==> config.mk <==
export PLATFORM = sky130hd
export DESIGN_NAME = cpu_ctrl_seq
export DESIGN_NICKNAME = d
export VERILOG_FILES = /design/src/rtl/cpu_ctrl_seq.sv
export SDC_FILE = /design/constraint.sdc
export NUM_CORES = 1
export LEC_CHECK = 0
export CORE_AREA = 2 2 42 44
export CTS_CLUSTER_DIAMETER = 40
export DETAILED_ROUTE_END_ITERATION = 6
export DIE_AREA = 0 0 44 46
export DONT_BUFFER_PORTS = 1
export GPL_ROUTABILITY_DRIVEN = 1
export HOLD_SLACK_MARGIN = 0.06
export PLACE_DENSITY = 0.77
export SYNTH_ARGS = -nofsm -noshare
export SYNTH_HDL_FRONTEND = slang
export SYNTH_SLANG_ARGS = --single-unit
export TNS_END_PERCENT = 5
==> constraint.sdc <==
create_clock -name clk -period 2.17 [get_ports clk]
set_clock_uncertainty 0.15 [all_clocks]
set_input_delay 0.651 -clock clk [delete_from_list [all_inputs] [get_ports clk]]
set_output_delay 0.651 -clock clk [all_outputs]
set_load 0.05 [all_outputs]
==> src/rtl/cpu_ctrl_seq.sv <==
// rtl/cpu_ctrl_seq.sv - multi-cycle control sequencer for the 8-bit accumulator CPU
//
// Steps the pc/ir/acc/zf datapath through FETCH, DECODE, EXEC and optional MEM/WB
// states. It decodes the IR opcode and zero flag, handshakes with memory, and flags
// memory timeouts (sticky bus_err) and undefined opcodes (illegal_op pulse).
//
// Ports:
//   clk, rst_n         rising-edge clock, async active-low reset
//   ir_opcode[3:0]     ir[7:4], meaningful from the cycle after ir_load
//   zf                 accumulator zero flag, sampled by JZ in EXEC
//   mem_ready          memory completes the pending mem_rd/mem_wr this cycle
//   mem_rd, mem_wr     memory requests, held until mem_ready or timeout
//   addr_sel           0 = address from pc, 1 = address from ir[3:0]
//   ir_load            capture read data into ir
//   pc_inc, pc_load    pc + 1 / pc <= {4'h0, ir[3:0]}
//   acc_load, alu_op   acc <= ALU result (zf updates); ALU function select
//   out_load           out_port <= acc
//   halted, bus_err    HALT state / sticky memory timeout flag
//   illegal_op         one-cycle pulse in EXEC for opcodes C, D, E

module cpu_ctrl_seq #(
  parameter int unsigned WAIT_LIMIT = 8
) (
  input  logic       clk,
  input  logic       rst_n,
  input  logic [3:0] ir_opcode,
  input  logic       zf,
  input  logic       mem_ready,
  output logic       mem_rd,
  output logic       mem_wr,
  output logic       addr_sel,
  output logic       ir_load,
  output logic       pc_inc,
  output logic       pc_load,
  output logic       acc_load,
  output logic [2:0] alu_op,
  output logic       out_load,
  output logic       halted,
  output logic       bus_err,
  output logic       illegal_op
);

  typedef enum logic [2:0] {
    S_IDLE,
    S_FETCH,
    S_DECODE,
    S_EXEC,
    S_MEM,
    S_WB,
    S_HALT
  } state_t;

  // The timeout fires on the WAIT_LIMIT-th stalled cycle, so compare against limit-1.
  localparam logic [7:0] WAIT_LAST = 8'(WAIT_LIMIT - 1);

  state_t     state_q, state_d;
  logic [7:0] wait_q, wait_d;
  logic       bus_err_q, bus_err_d;
  logic       is_store;
  logic       is_read;

  assign is_store = (ir_opcode == 4'h2);
  assign is_read  = (ir_opcode inside {4'h1, 4'h3, 4'h4, 4'h5, 4'h6, 4'h7});
  assign bus_err  = bus_err_q;

  always_ff @(posedge clk or negedge rst_n) begin
    if (!rst_n) begin
      state_q   <= S_IDLE;
      wait_q    <= 8'd0;
      bus_err_q <= 1'b0;
    end else begin
      state_q   <= state_d;
      wait_q    <= wait_d;
      bus_err_q <= bus_err_d;
    end
  end

  always_comb begin
    state_d    = state_q;
    wait_d     = 8'd0;  // cleared whenever we are not stalling, so every FETCH/MEM entry starts at 0
    bus_err_d  = bus_err_q;
    mem_rd     = 1'b0;
    mem_wr     = 1'b0;
    addr_sel   = 1'b0;
    ir_load    = 1'b0;
    pc_inc     = 1'b0;
    pc_load    = 1'b0;
    acc_load   = 1'b0;
    alu_op     = 3'd0;
    out_load   = 1'b0;
    halted     = 1'b0;
    illegal_op = 1'b0;

    case (state_q)
      S_IDLE: state_d = S_FETCH;

      S_FETCH: begin
        mem_rd = 1'b1;
        // A ready in the limit cycle still completes the fetch.
        if (mem_ready) begin
          ir_load = 1'b1;
          state_d = S_DECODE;
        end else if (wait_q == WAIT_LAST) begin
          bus_err_d = 1'b1;
          state_d   = S_HALT;
        end else begin
          wait_d = wait_q + 8'd1;
        end
      end

      S_DECODE: begin
        pc_inc  = 1'b1;
        state_d = S_EXEC;
      end

      S_EXEC: begin
        state_d = S_FETCH;
        case (ir_opcode)
          4'h0: ;
          4'h1, 4'h2, 4'h3, 4'h4, 4'h5, 4'h6, 4'h7: state_d = S_MEM;
          4'h8: pc_load = 1'b1;
          4'h9: pc_load = zf;
          4'hA: out_load = 1'b1;
          4'hB: begin
            acc_load = 1'b1;
            alu_op   = 3'd6;
          end
          4'hF: state_d = S_HALT;
          default: illegal_op = 1'b1;
        endcase
      end

      S_MEM: begin
        addr_sel = 1'b1;
        mem_wr   = is_store;
        mem_rd   = is_read;
        if (mem_ready) begin
          state_d = is_store ? S_FETCH : S_WB;
        end else if (wait_q == WAIT_LAST) begin
          bus_err_d = 1'b1;
          state_d   = S_HALT;
        end else begin
          wait_d = wait_q + 8'd1;
        end
      end

      S_WB: begin
        acc_load = 1'b1;
        // LDA passes memory; ADD..XOR (opcodes 3..7) map onto ALU ops 1..5.
        alu_op   = (ir_opcode == 4'h1) ? 3'd0 : 3'(ir_opcode[2:0] - 3'd2);
        state_d  = S_FETCH;
      end

      S_HALT: halted = 1'b1;

      default: state_d = S_IDLE;
    endcase
  end

endmodule

==> impl_metrics.toml, run 1 <==
[die]
rows = 15
pin_count = 22
die_area_um2 = 2020
die_h_um = 46
dieWidth_um = 44
initial_utilization_pct = 51.3
core-area_um2 = 1610

[power]
vdd_drop_max_mv = 0.613
combPwrFrac_pct = 64.7
switching_share_pct = 45.5
p_total_uw = 1180
p_int_uw = 644
p_per_area_nw_per_um2 = 1010
power_switching_uw = 537
seqPwrFrac_pct = 24.6
leakagePower_uw = 0.000494
clkPwrFrac_pct = 10.7

[logic_synthesis]
yosysSeqAreaShare_pct = 36.3
synth_edf_count = 0
yosys_warnings = 0
synth_area_per_cell_um2 = 8.45
synth_cells = 98
ys.flop_type = "dfrtp_1"
ys_ff_latch = 12
synth.distinct_cells = 33
syn-num-nets = 107
async_reset_ff_share_pct = 100
synth.cell_area_um2 = 828

[cells_and_area]
nNetsFinal = 127
n_antenna_cell = 0
drive_gt1_share_pct = 37.1
areaGrowthSynthToFinish_pct = 41.1
fin_cells = 133
final_area_um2 = 1170
final_common_cell = "nor2_1"
final_cell_mix = "nor2_1 (17), dfrtp_1 (12), buf_4 (8)"

[status]
violations = "setup timing"
status = "complete, but fails checks"

[placement]
portBuffers = 0
dp_cells = 128
place_congestion = 0.776
placed_cell_area_um2 = 1070
dp_hpwl_mm = 1.44

[run]
drv_cap = 0

[sta]
finalHoldViolCount = 0
grt_setup_unrepaired = "true"
max-slew-margin-rel_pct = 63.9
setup_ws_ps = -292
drv_slew = 0
max_slew.worst_pin.slew_ps = 539
fmax_mhz = 406
period_needed_ps = 2460
fin_crit_sh_pct = 113
setup_violations = 8

[detailed_routing]
route.antenna.remaining_nets = 0
drt_first_iter_violations = 10
first_pass_iters = 4
wl_per_cell_um = 15.2
drc = 0
num_vias = 758
via_per_inst = 5.70
finalWirelength_mm = 2.02

[setup_path]
cp.arrival_ps = 1660
critPathRequiredTime_ps = 1370
worstReg2RegStart = "wait_q[3]$_DFF_PN0_"
crit_fanout = 3
cp-end-kind = "output port"
startpoint = "state_q[2]$_DFFE_PN0N_"
r2r_slack_ps = 480
rr_endpoint = "wait_q[6]$_DFF_PN0_"
critPathLaunchType = "flop"
crit_type = "flop to output port"
r2r_cells = 4
crit_end = "out_load"

[clocking]
cts_tree = "done"
cts_buffer_depth = 2
numCtsBuffers = 3
cts.clk_slew.worst_paths_ps = 70
clock_latency_ps = 260
cts_sinks = 12
htree_levels = 1
clock-root-buffer = "clkbuf_4"

[min_path]
worstHoldStart = "wait_q[0]$_DFF_PN0_"
hp-class = "flop to flop"

[global_routing]
antenna_found_initial = 0
first_global_vias = 750
track_usage_pct = 22.7
grt_overflow_total = 0
grt_max_degree = 13
grt_pass1_wl_mm = 3.34
[cell usage after synthesis (2+ instances only)]
cell type	number	share of area, %
buf_2	2	1.2
inv_1	2	0.91
nand2_1	7	3.2
nor2_1	18	8.2
dfrtp_1	12	36
a21oi_1	3	1.8
nand2b_1	4	3.0
o21ai_0	3	1.8
clkbuf_1	3	1.4
xor2_1	2	2.1
xnor2_1	4	4.2
o31ai_1	2	1.8
nor3b_1	3	2.7
nor3_1	3	1.8
and2_1	3	2.3
o211ai_1	3	2.7
nand3b_1	2	1.8
nand3_1	7	4.2
[kinds of logic (layout without fill, tap and decap cells)]
logic type	after synthesis	in the layout	synth area share [%]
fa+ha+maj	1	1	1.51
flops	12	12	36.3
xor+xnor	6	6	6.34
buf+inv	8	26	4.08
compound gates	16	16	15.1
simple gates	55	55	36.7
[metal layers]
layer  wire (um)  GRT usage (%)  vias to the layer above
li1            -              -                      372
met1         878           28.9                      363
met2        1030           37.1                       18
met3          86           6.35                        5
met4          28           7.27                        0
met5           0              0                        -
[registers in the layout (all words and copies together), names as in the netlist]
signal and cells:
wait_q 8, bus_err 1, state_q 3
[worst max-delay path, cell delays in order (launching register included)]
cell	delay [ps]
dfrtp_1	380
and3b_2	280
nand3b_1	110
buf_4	140
buf_4	130
nor3b_2	170
buf_6	180
[per-stage QoR]
step           util (%)  hold slack (ps)  setup TNS [ps]  setup slack [ps]
6_report           72.4              328           -1520              -292
5_1_grt            72.4              346           -2150              -365
4_1_cts            70.5              322           -1360              -283
3_5_place_dp       66.1              206            -293              -198
3_3_place_gp       66.1              206            -249              -189
2_1_floorplan         -              205           -2930              -403
[what timing repair did]
item                                    CTS  global route
hold buffers                              1             0
endpoints found under the setup margin   11            12
pin swaps                                 4             3
hold endpoints to repair                 12             0
setup buffers                             0             1
gates resized for setup                  12             6
[cell type report]
class,count,area [um2]
Multi-Input combinational cell,78,563
Timing Repair Buffer,21,254
Fill cell,113,445
Sequential cell,12,300
Inverter,2,7.51
Clock buffer,3,22.5
Tap cell,17,21.3
[power by group through the flow]
stage                     Clock [uW]  Combinational, uW  Sequential [uW]
after floorplan                    0                441              295
after global placement             0                677              286
after detailed placement           0                687              291
after CTS                        134                736              289
after global routing             145                811              294
final                            127                764              290
[worst min-delay path by stage]
| stage | to | slack [ps] | depth (start not counted) |
|---|---|---|---|
| after floorplan | bus_err$_DFFE_PN0P_ | 210 | 0 |
| after global placement | wait_q[4]$_DFF_PN0_ | 210 | 0 |
| after detailed placement | state_q[0]$_DFFE_PN0N_ | 210 | 0 |
| after CTS | wait_q[0]$_DFF_PN0_ | 320 | 1 |
| after global routing | wait_q[0]$_DFF_PN0_ | 350 | 1 |
| final | wait_q[0]$_DFF_PN0_ | 330 | 1 |
Note: power is estimated with default switching activity, not from simulation.
==> run 2: changes to the inputs <==
ABC_CLOCK_PERIOD_IN_PS = 3000   (was not set)
clock period = 3 ns   (was 2.17 ns; I/O delays follow)
==> run 2 against run 1 <==
Against the previous run: the run now ends clean; clock power is essentially flat; critical path depth shrank 3; sequential cell count unchanged; die area is the same; largest power group unchanged; largest cell class unchanged; setup slack improved by 350 ps; cell count decreased by 3.8%; sequential share of layout area rose by 3.5 points; critical path type is now input pin to output port; total power down 36%.
==> impl_metrics.toml, run 2 (synthesized netlist as in run 1, its figures left out) <==
[status]
status = "finished clean"

[die]
core-area_um2 = 1610
die_h_um = 46
rows = 15
initial_utilization_pct = 51.3
die_area_um2 = 2020
dieWidth_um = 44
pin_count = 22

[cells_and_area]
top_register = "wait_q"
regArea_um2 = 302
largest_reg_flops = 8
nNetsFinal = 121
drive_gt1_share_pct = 28.8
final_cell_mix = "nor2_1 (18), buf_4 (13), dfrtp_1 (11)"
final_common_cell = "nor2_1"
n_fill_cell = 136
multi_input_area_um2 = 529
final_area_um2 = 1030
n_antenna_cell = 0
areaGrowthSynthToFinish_pct = 24.8
fin_cells = 128

[setup_path]
cp.arrival_ps = 1890
r2r_slack_ps = 1290
crit_family = "simple AND/OR/NAND/NOR gates"
rr_endpoint = "wait_q[7]$_DFF_PN0_"
r2r_cells = 4
cp-end-kind = "output port"
crit_type = "input pin to output port"
critPathRequiredTime_ps = 1950
cp_num_buf_inv = 1
slowest_stage = "or4b_1"
critPathLaunchType = "input pin"
crit_chain = "or4b_1 > nor3_4 > buf_12"
worstReg2RegStart = "wait_q[3]$_DFF_PN0_"
cpPeakStageDelay_ps = 600
crit_fanout = 11

[clocking]
cts_buffer_depth = 2
cts_tree = "done"
clock-root-buffer = "clkbuf_4"
cts_sinks = 12
clock_latency_ps = 270
cts.clk_slew.worst_paths_ps = 70
htree_levels = 1
numCtsBuffers = 3

[power]
clkPwrFrac_pct = 16.3
p_int_uw = 406
switching_share_pct = 46.6
combPwrFrac_pct = 53.3
p_per_area_nw_per_um2 = 735
power_switching_uw = 354
vdd_drop_max_mv = 0.375
seqPwrFrac_pct = 30.4
leakagePower_uw = 0.000443

[global_routing]
antenna_found_initial = 0
grt_pass1_wl_mm = 2.84
grt_overflow_total = 0
track_usage_pct = 19.0
first_global_vias = 653
grt_max_degree = 13

[sta]
max-slew-margin-rel_pct = 68.7
hold_ws_ps = 170
max_slew.worst_pin.slew_ps = 470
finalHoldViolCount = 0
fmax_mhz = 340
setup_violations = 0
drv_slew = 0
grt_setup_unrepaired = "false"
fin_crit_sh_pct = 98.0
period_needed_ps = 2940

[detailed_routing]
num_vias = 722
via_per_inst = 5.64
first_pass_iters = 4
finalWirelength_mm = 1.75
drt_first_iter_violations = 8
wl_per_cell_um = 13.7
drc = 0
route.antenna.remaining_nets = 0

[placement]
dp_cells = 124
place_congestion = 0.810
portBuffers = 0
dp_hpwl_mm = 1.36
placed_cell_area_um2 = 996

[min_path]
hp-class = "input pin to async pin"

[run]
drv_cap = 0
-- run 2: cell count changes in the layout (fill, tap and decap cells not counted), moves of 2 or more --
cell      previous run  this run
buf_6                7         0
nand2b_1             2         4
buf_12               4         2
nand2b_4             2         0
buf_4                8        13
-- run 2: through the flow --
| step | utilization [%] | setup slack [ps] | total power (uW) | setup TNS, ps |
|---|---|---|---|---|
| after floorplan | - | -106 | 527 | -529 |
| after global placement | 61.7 | 141 | 625 | 0 |
| after detailed placement | 61.7 | 74.9 | 638 | 0 |
| after CTS | 64.0 | 50.3 | 764 | 0 |
| after global routing | 64.0 | 18.9 | 804 | 0 |
| final | 64.0 | 59.2 | 760 | 0 |
-- run 2: routing by layer --
metal	GRT usage (%)	part of all wire [%]	vias up
met4	11.5	2.4	0
met2	32.1	51	29
met1	22.5	42	330
met3	3.17	4.7	4
met5	0	0	-
li1	-	-	359
-- run 2: worst max-delay path by stage --
stage,depth (start not counted),slack (ps),start,to
floorplan,3,-110,ir_opcode[3],illegal_op
global placement,3,140,ir_opcode[0],mem_wr
detailed placement,3,70,ir_opcode[0],mem_wr
CTS,5,50,state_q[1]$_DFFE_PN0N_,alu_op[2]
global route,5,20,state_q[0]$_DFFE_PN0N_,alu_op[2]
finish,3,60,ir_opcode[0],mem_wr
-- run 2: layout make-up --
class	instances	area share, %
timing repair buffer	15	13.3
tap	17	2.06
inverter	2	0.726
sequential	12	29.2
clock buffer	4	3.51
multi-input combinational	78	51.2
-- run 2: power groups by stage --
stage / registers (uW) / clock network, uW / logic [uW]
CTS: 229 / 128 / 408
floorplan: 214 / 0 / 313
global placement: 229 / 0 / 396
global route: 235 / 136 / 432
detailed placement: 232 / 0 / 406
finish: 231 / 124 / 405
-- run 2: what timing repair did --
action / CTS / global route
hold buffers: 0 / 0
resized for setup: 0 / 1
setup buffers: 0 / 0
setup endpoints to repair: 0 / 3
